$ cat src/rtl/div_iter_unit.sv
// ============================================================================
// div_iter_unit : multi-cycle radix-2 restoring divider (signed/unsigned)
// Rev 1.0 : initial release
// ============================================================================
`default_nettype none

module div_iter_unit #(
  parameter int WIDTH = 32
) (
  input  logic               clk,
  input  logic               resetn,
  input  logic               signed_div_i,
  input  logic [WIDTH-1:0]   opdata1_i,
  input  logic [WIDTH-1:0]   opdata2_i,
  input  logic               start_i,
  input  logic               annul_i,
  output logic [2*WIDTH-1:0] result_o,
  output logic               ready_o
);

  localparam int CW = (WIDTH > 1) ? $clog2(WIDTH) : 1;
  localparam logic [CW-1:0] C_LAST = CW'(WIDTH - 1);

  typedef enum logic [1:0] {
    S_IDLE   = 2'd0,
    S_BYZERO = 2'd1,
    S_ON     = 2'd2,
    S_END    = 2'd3
  } state_t;

  state_t           r_state;
  state_t           w_next;
  logic [CW-1:0]    r_cnt;
  logic [WIDTH-1:0] r_rem;
  logic [WIDTH-1:0] r_dvd;
  logic [WIDTH-1:0] r_dvs;
  logic             r_neg_q;
  logic             r_neg_r;

  logic [WIDTH-1:0] w_abs1;
  logic [WIDTH-1:0] w_abs2;
  logic [WIDTH:0]   w_sh;
  logic             w_fits;
  logic [WIDTH-1:0] w_diff;
  logic [WIDTH-1:0] w_rem_nx;
  logic [WIDTH-1:0] w_quo_nx;
  logic [WIDTH-1:0] w_rem_fin;
  logic [WIDTH-1:0] w_quo_fin;
  logic             w_last;

  assign w_abs1 = (signed_div_i && opdata1_i[WIDTH-1]) ? -opdata1_i : opdata1_i;
  assign w_abs2 = (signed_div_i && opdata2_i[WIDTH-1]) ? -opdata2_i : opdata2_i;

  // Partial remainder is always below the divisor, so the shifted value fits
  // WIDTH+1 bits and a successful trial difference fits WIDTH bits.
  assign w_sh      = {r_rem, r_dvd[WIDTH-1]};
  assign w_fits    = (w_sh >= {1'b0, r_dvs});
  assign w_diff    = w_sh[WIDTH-1:0] - r_dvs;
  assign w_rem_nx  = w_fits ? w_diff : w_sh[WIDTH-1:0];
  assign w_quo_nx  = {r_dvd[WIDTH-2:0], w_fits};
  assign w_rem_fin = r_neg_r ? -w_rem_nx : w_rem_nx;
  assign w_quo_fin = r_neg_q ? -w_quo_nx : w_quo_nx;
  assign w_last    = (r_cnt == C_LAST);

  always_ff @(posedge clk or negedge resetn) begin
    if (!resetn) r_state <= S_IDLE;
    else         r_state <= w_next;
  end

  always_comb begin
    w_next = r_state;
    case (r_state)
      S_IDLE:   if (start_i && !annul_i)
                  w_next = (opdata2_i == '0) ? S_BYZERO : S_ON;
      S_BYZERO: w_next = S_END;
      S_ON:     if (annul_i)     w_next = S_IDLE;
                else if (w_last) w_next = S_END;
      S_END:    if (!start_i)    w_next = S_IDLE;
      default:  w_next = S_IDLE;
    endcase
  end

  always_ff @(posedge clk or negedge resetn) begin
    if (!resetn) begin
      r_cnt    <= '0;
      r_rem    <= '0;
      r_dvd    <= '0;
      r_dvs    <= '0;
      r_neg_q  <= 1'b0;
      r_neg_r  <= 1'b0;
      result_o <= '0;
      ready_o  <= 1'b0;
    end else begin
      case (r_state)
        S_IDLE: begin
          ready_o  <= 1'b0;
          result_o <= '0;
          if (w_next == S_ON) begin
            r_cnt   <= '0;
            r_rem   <= '0;
            r_dvd   <= w_abs1;
            r_dvs   <= w_abs2;
            r_neg_q <= signed_div_i & (opdata1_i[WIDTH-1] ^ opdata2_i[WIDTH-1]);
            r_neg_r <= signed_div_i & opdata1_i[WIDTH-1];
          end
        end
        S_BYZERO: begin
          result_o <= '0;
        end
        S_ON: begin
          if (annul_i) begin
            r_cnt <= '0;
          end else begin
            r_rem <= w_rem_nx;
            r_dvd <= w_quo_nx;
            r_cnt <= r_cnt + 1'b1;
            if (w_last) begin
              result_o <= {w_rem_fin, w_quo_fin};
              ready_o  <= 1'b1;
            end
          end
        end
        S_END: begin
          if (start_i) begin
            ready_o <= 1'b1;
          end else begin
            ready_o  <= 1'b0;
            result_o <= '0;
          end
        end
        default: begin
          ready_o  <= 1'b0;
          result_o <= '0;
        end
      endcase
    end
  end

endmodule

`default_nettype wire
$ cat config.mk
export PLATFORM = sky130hd
export DESIGN_NAME = div_iter_unit
export DESIGN_NICKNAME = d
export VERILOG_FILES = /design/src/rtl/div_iter_unit.sv
export SDC_FILE = /design/constraint.sdc
export NUM_CORES = 1
export LEC_CHECK = 0
export CELL_PAD_IN_SITES_DETAIL_PLACEMENT = 0
export CELL_PAD_IN_SITES_GLOBAL_PLACEMENT = 2
export CORE_MARGIN = 2
export CORE_UTILIZATION = 37
export CTS_BUF_LIST = sky130_fd_sc_hd__clkbuf_8 sky130_fd_sc_hd__clkbuf_16
export DETAILED_ROUTE_END_ITERATION = 10
export HOLD_SLACK_MARGIN = 0.06
export PLACE_DENSITY_LB_ADDON = 0.1
export REMOVE_ABC_BUFFERS = 1
export SYNTH_ARGS = -nofsm -noshare
export SYNTH_HDL_FRONTEND = slang
export SYNTH_SLANG_ARGS = --single-unit
$ cat constraint.sdc
create_clock -name clk -period 14.53 [get_ports clk]
set_input_delay 2.906 -clock clk [delete_from_list [all_inputs] [get_ports clk]]
set_output_delay 2.906 -clock clk [all_outputs]
set_load 0.02 [all_outputs]
==> flow_summary.yaml, run 1 <==
global_route:
  grt.overflow.total: 0
  grt_pass1_vias: 10777
  grt_usage: 0.227
  grt_max_degree: 75
  grt_first_pass_wirelength_mm: 60.3
  antenna_found_initial: 4
floorplan:
  ioPinCount: 134
  start_util: 0.378
  die_w_um: 184
  core_area_um2: 31800
  die_area_um2: 33900
  die_h_um: 184
  placementRows: 65
timing:
  rsz0062_at_grt: "false"
  hold_ws_ps: 475
  finalCriticalPeriod_ps: 7230
  drv_slew: 0
  finClkSkew_ps: 12.5
  setup_violations: 0
  finalCritPeriodShare: 0.498
  fmax_mhz: 138
  hold_viol: 0
  worst_pin_slew_ps: 1240
  tns_ps: 0
  maxSlewHeadroom: 0.171
power_and_ir_drop:
  ir_drop_mv: 0.0848
  power_frac_seq: 0.398
  powerDensity_nw_per_um2: 98.9
  swShare: 0.359
  p_leak_uw: 0.00577
  p_switching_uw: 503
  clock_power_share: 0.325
  p_int_uw: 898
  comb_power_share: 0.277
outcome:
  status: "completed"
worst_setup_path:
  crit_slowest_cell: "and2_2"
  crit_cells: 11
  path_cells: "clkdlybuf4s50_1 -> or4_1 -> nor4_2 -> nor3b_1 -> nand2_1 -> nor4_4 -> nand2_1 -> or4_1 -> nand2_4 -> and2_2 -> o21ai_0"
  critPathLaunchType: "input pin"
  critPathTopFamily: "simple AND/OR/NAND/NOR gates"
  reg2reg_depth: 20
  crit_type: "input pin to register"
  required_ps: 14810
  cp_max_fo: 64
  slowest_delay_ps: 940
  worst_ep_arrival_time_ps: 7510
  path_buf_inv: 1
  crit_path_end_kind: "register"
synthesis:
  synth_edf_count: 0
  ys_types: 81
  avgSynthCellArea_um2: 8.06
  ys_ff_latch: 170
  netlist_instances: 1491
  synth_seq_area_share: 0.354
  syn_area_um2: 12000
  async_flop_share: 1.00
  ys.flop_type: "dfrtp_1"
  yosys_warnings: 0
clock_network:
  cts_root_buf: "clkbuf_16"
  cts_max_level: 4
  clk_latency_ps: 450
  clkTransAtPathRegs_ps: 70
  cts_sinks: 170
  cts_made_buffers: 17
  cts.path.max_buffers: 2
  post_cts_buffers: 0
  cts_tree: "done"
  cts_hold_buf: 0
  cts_resized: 0
cells_and_area:
  drive_gt1_frac: 0.0457
  nets: 1670
  post-route-util: 0.445
  num-fill-cells: 3237
  fin_area_um2: 14200
  area_growth_pct: 17.9
placement:
  gp_congestion: 0.878
  place.port_buffers: 133
  placed_area_um2: 13600
  hpwlAfterDp_mm: 26.7
routing:
  wirelength_mm: 36.9
  via_count: 10910
  drt-initial-drc-count: 537
  drc: 0
  wl_per_cell_um: 18.4
  vias_per_cell: 5.43
  first_pass_iters: 5
  antenna_left: 0
worst_hold_path:
  min_path_cells: 2
  min-delay-path-class: "register to register"
job:
  drv_cap: 0
[through the flow]
step,setup slack [ps],total power [µW],cells
2_1_floorplan,6390,816,1398
3_3_place_gp,6860,954,1978
3_5_place_dp,6790,956,1978
4_1_cts,7260,1420,2010
5_1_grt,6830,1500,2010
6_report,7300,1400,2011
[synthesized netlist by cell type, types with 5 or more instances]
| library cell | count | area share |
|---|---|---|
| nor4_1 | 14 | 0.0073 |
| o21a_1 | 7 | 0.0044 |
| xnor2_1 | 59 | 0.043 |
| nand4_1 | 15 | 0.0078 |
| dfrtp_1 | 170 | 0.35 |
| or3_1 | 26 | 0.014 |
| o21ai_1 | 6 | 0.0025 |
| a31oi_1 | 18 | 0.0094 |
| buf_2 | 30 | 0.012 |
| nand3_1 | 39 | 0.016 |
| o21ai_0 | 192 | 0.080 |
| a21o_1 | 11 | 0.0069 |
| inv_1 | 52 | 0.016 |
| clkbuf_1 | 53 | 0.017 |
| or4_1 | 16 | 0.010 |
| a21oi_1 | 138 | 0.057 |
| ha_1 | 38 | 0.040 |
| a211oi_1 | 10 | 0.0062 |
| o211ai_1 | 6 | 0.0037 |
| nor2_1 | 118 | 0.037 |
| xor2_1 | 83 | 0.060 |
| o31ai_1 | 26 | 0.016 |
| nor2b_1 | 10 | 0.0052 |
| nand2b_1 | 10 | 0.0052 |
| nor3b_1 | 7 | 0.0044 |
| o41ai_1 | 5 | 0.0036 |
| mux2i_1 | 19 | 0.016 |
| and3_1 | 8 | 0.0042 |
| nand2_1 | 184 | 0.057 |
| nor3_1 | 22 | 0.0092 |
| and2_1 | 8 | 0.0042 |
[state kept, by name, summed over array words and instances (netlist names)]
register and count:
r_cnt 5, r_dvd 32, r_dvs 32, r_neg_q 1, r_neg_r 1, r_rem 32
r_state 2, ready_o 1, result_o 64
[power by group through the flow]
| stage | Sequential [µW] | Clock, µW | Combinational [µW] |
|---|---|---|---|
| after global placement | 566 | 0 | 388 |
| after floorplan | 555 | 0 | 260 |
| after CTS | 557 | 467 | 392 |
| after global routing | 565 | 491 | 441 |
| final | 558 | 455 | 388 |
| after detailed placement | 566 | 0 | 390 |
[worst register-to-register path: cells and delay by family (launching register included)]
family	cells	cell delay [ps]
adders and majority gates	2	760
AOI/OAI and AO/OA	7	1690
buffers and inverters	2	740
DFF	1	450
xor gates and xnor gates	1	190
and+or+nand+nor	8	2950
[metal layers]
| layer | track usage | wire [µm] | vias up | part of all wire |
|---|---|---|---|---|
| li1 | - | - | 5443 | - |
| met1 | 0.310 | 17500 | 5208 | 0.47 |
| met2 | 0.368 | 17100 | 217 | 0.46 |
| met3 | 0.0454 | 1640 | 38 | 0.044 |
| met4 | 0.0592 | 647 | 4 | 0.018 |
| met5 | 0 | 27 | - | 0.00073 |
[cell usage in the layout, fill, tap and decap left out, drive strengths merged, types with 8 or more instances in the layout]
master,netlist,layout
ha,38,38
a21oi,141,141
nor2,118,118
o31ai,27,27
nand4,15,15
clkbuf,53,17
a21o,11,11
or3,26,26
inv,53,60
clkdlybuf4s50,0,132
and3,8,8
dfrtp,170,170
nor2b,10,10
and2,9,9
a31oi,18,18
or4,18,18
xnor2,59,59
nand2,184,184
nand3,40,40
a211oi,10,10
nor4,16,16
buf,40,13
nor3,22,22
mux2i,19,19
nand2b,10,10
xor2,83,83
o21ai,198,198
[logic make-up (layout without fill, tap and decap cells)]
family / after synthesis / in the layout / synth area share
xor gates and xnor gates: 142 / 142 / 0.103
buffers and inverters: 147 / 231 / 0.0520
DFF: 170 / 170 / 0.354
other: 0 / 1 / 0
muxes: 20 / 20 / 0.0168
AOI/OAI and AO/OA: 474 / 474 / 0.234
adders and majority gates: 39 / 39 / 0.0412
and+or+nand+nor: 499 / 499 / 0.199
[worst paths after layout]
check,slack (ps),from,end
worst min register to register,470,result_o[43]$_DFFE_PN0P_,result_o[43]$_DFFE_PN0P_
min in group asynchronous,2390,resetn,result_o[37]$_DFFE_PN0P_
worst max register to register,7640,r_rem[7]$_DFFE_PN0P_,result_o[52]$_DFFE_PN0P_
worst min-delay path,470,result_o[43]$_DFFE_PN0P_,result_o[43]$_DFFE_PN0P_
max in group asynchronous,10760,resetn,r_dvs[27]$_DFFE_PN0P_
worst max-delay path,7300,opdata2_i[7],r_dvd[10]$_DFFE_PN0P_
[cell type report]
cell class	count	area, µm²	area share
clock inverter	15	143	0.0101
tap	435	544	0.0384
timing repair buffer	145	1420	0.100
sequential	170	4250	0.300
inverter	54	208	0.0147
clock buffer	17	425	0.0300
multi-input combinational	1174	7170	0.506
antenna	1	2.50	0.000177
(Power assumes the default switching activity.)
==> run 2: changes to the inputs <==
Settings changed: CORE_UTILIZATION 37 to 34.
Clock period 14.53 ns to 7 ns, I/O delays scaled along.
==> run 2 against run 1 <==
Core utilization shrank 3.5 points. Clock-buffer cell count grew 1. Sequential power grew 110%. Wire length grew 3.3%. Non-clock buffer count grew 3. Largest power group unchanged. Combinational power grew 110%.
==> flow_summary.yaml, run 2 (synthesis results as in run 1) <==
power_and_ir_drop:
  report.power.total_uw: 2950
  ir_drop_mv: 0.198
  p_leak_uw: 0.00579
  powerDensity_nw_per_um2: 208
floorplan:
  ioPinCount: 134
  die_area_um2: 36900
  start_util: 0.346
  placementRows: 68
  die_h_um: 192
  core_area_um2: 34700
  die_w_um: 192
clock_network:
  cts_max_level: 4
  cts_sinks: 170
  cts.path.max_buffers: 2
  clk_latency_ps: 450
  cts_resized: 0
  post_cts_buffers: 0
  cts_made_buffers: 17
  cts_root_buf: "clkbuf_16"
  clkTransAtPathRegs_ps: 70
  cts_hold_buf: 0
  cts_tree: "done"
cells_and_area:
  nets: 1673
  drive_gt1_frac: 0.0488
  fin_area_um2: 14200
  largest_register_ffs: 64
  area_growth_pct: 18.4
  layout_commonest_cell: "o21ai_0"
  top_register: "result_o"
  final_cell_mix: "o21ai_0 (192), nand2_1 (182), dfrtp_1 (170)"
placement:
  hpwlAfterDp_mm: 27.8
  placed_area_um2: 13600
  place.port_buffers: 133
  gp_congestion: 0.853
worst_setup_path:
  cp_max_fo: 38
  critPathLaunchType: "register"
  path_buf_inv: 2
  slowest_delay_ps: 610
  required_ps: 7320
  crit_type: "register to register"
  ff2ff_setup_slack_ps: 1170
  crit_cells: 16
  critPathTopFamily: "simple AND/OR/NAND/NOR gates"
  crit_slowest_cell: "or4_1"
  reg2reg_depth: 16
  path_cells: "ha_1 -> a21oi_1 -> o21ai_1 -> o31ai_1 -> a21oi_1 -> or2_2 -> inv_6 -> buf_4 -> ha_1 -> nand2_1 -> or3_1 -> or4_1 -> or4_1 -> o41ai_1 -> xor2_1 -> o21ai_1"
  worst_ep_arrival_time_ps: 6150
  crit_path_end_kind: "register"
global_route:
  antenna_found_initial: 2
  grt_usage: 0.215
  grt_first_pass_wirelength_mm: 61.4
  grt.overflow.total: 0
  grt_pass1_vias: 10611
  grt_max_degree: 105
outcome:
  status: "completed"
worst_hold_path:
  min_path_cells: 2
  min-delay-path-class: "register to register"
timing:
  finalCriticalPeriod_ps: 5830
  tns_ps: 0
  hold_viol: 0
  drv_slew: 0
  finClkSkew_ps: 11.0
  finalCritPeriodShare: 0.833
  maxSlewHeadroom: 0.274
  fmax_mhz: 172
  rsz0062_at_grt: "false"
  worst_pin_slew_ps: 1090
  setup_violations: 0
routing:
  wl_per_cell_um: 18.8
  via_count: 10817
  wirelength_mm: 38.2
  drc: 0
  first_pass_iters: 5
  drt-initial-drc-count: 555
  antenna_left: 0
  vias_per_cell: 5.32
job:
  drv_cap: 0
==> run 2: per-stage QoR <==
step	std cells	hold slack (ps)	utilization	setup slack [ps]
5_1_grt	2033	503	0.410	899
6_report	2035	477	0.410	1170
4_1_cts	2033	486	0.410	1160
3_3_place_gp	2001	461	0.393	1040
2_1_floorplan	1398	443	-	366
3_5_place_dp	2001	470	0.393	958
==> run 2: worst min-delay path, cell delays in order, from the launching register on <==
cell,delay (ps)
dfrtp_1,340
nand2_1,40
o21ai_0,60
==> run 2: final cells by class <==
class | count | area, µm²
Fill cell | 3609 | 20500
Multi-Input combinational cell | 1174 | 7170
Sequential cell | 170 | 4250
Timing Repair Buffer | 148 | 1450
Tap cell | 455 | 569
Clock buffer | 18 | 439
Inverter | 54 | 208
Clock inverter | 14 | 146
Antenna cell | 2 | 5.00
==> run 2: power by group <==
group / switching [µW] / internal, µW
registers: 84.2 / 1060
clock network: 487 / 487
logic: 522 / 310
total: 1090 / 1860
==> run 2: layer usage <==
layer	wire length (µm)	track usage	vias up
met1	18100	0.290	5163
met5	13	0	-
met3	1290	0.0336	26
li1	-	-	5448
met2	18300	0.360	178
met4	473	0.0540	2
==> run 2: worst paths after layout <==
path                                          start                       end
min in group asynchronous                    resetn  result_o[38]$_DFFE_PN0P_
hold reg to reg            result_o[53]$_DFFE_PN0P_  result_o[53]$_DFFE_PN0P_
setup / recovery              r_rem[25]$_DFFE_PN0P_  result_o[22]$_DFFE_PN0P_
setup reg to reg              r_rem[25]$_DFFE_PN0P_  result_o[22]$_DFFE_PN0P_
hold / removal             result_o[53]$_DFFE_PN0P_  result_o[53]$_DFFE_PN0P_
max in group asynchronous                    resetn     r_rem[14]$_DFFE_PN0P_
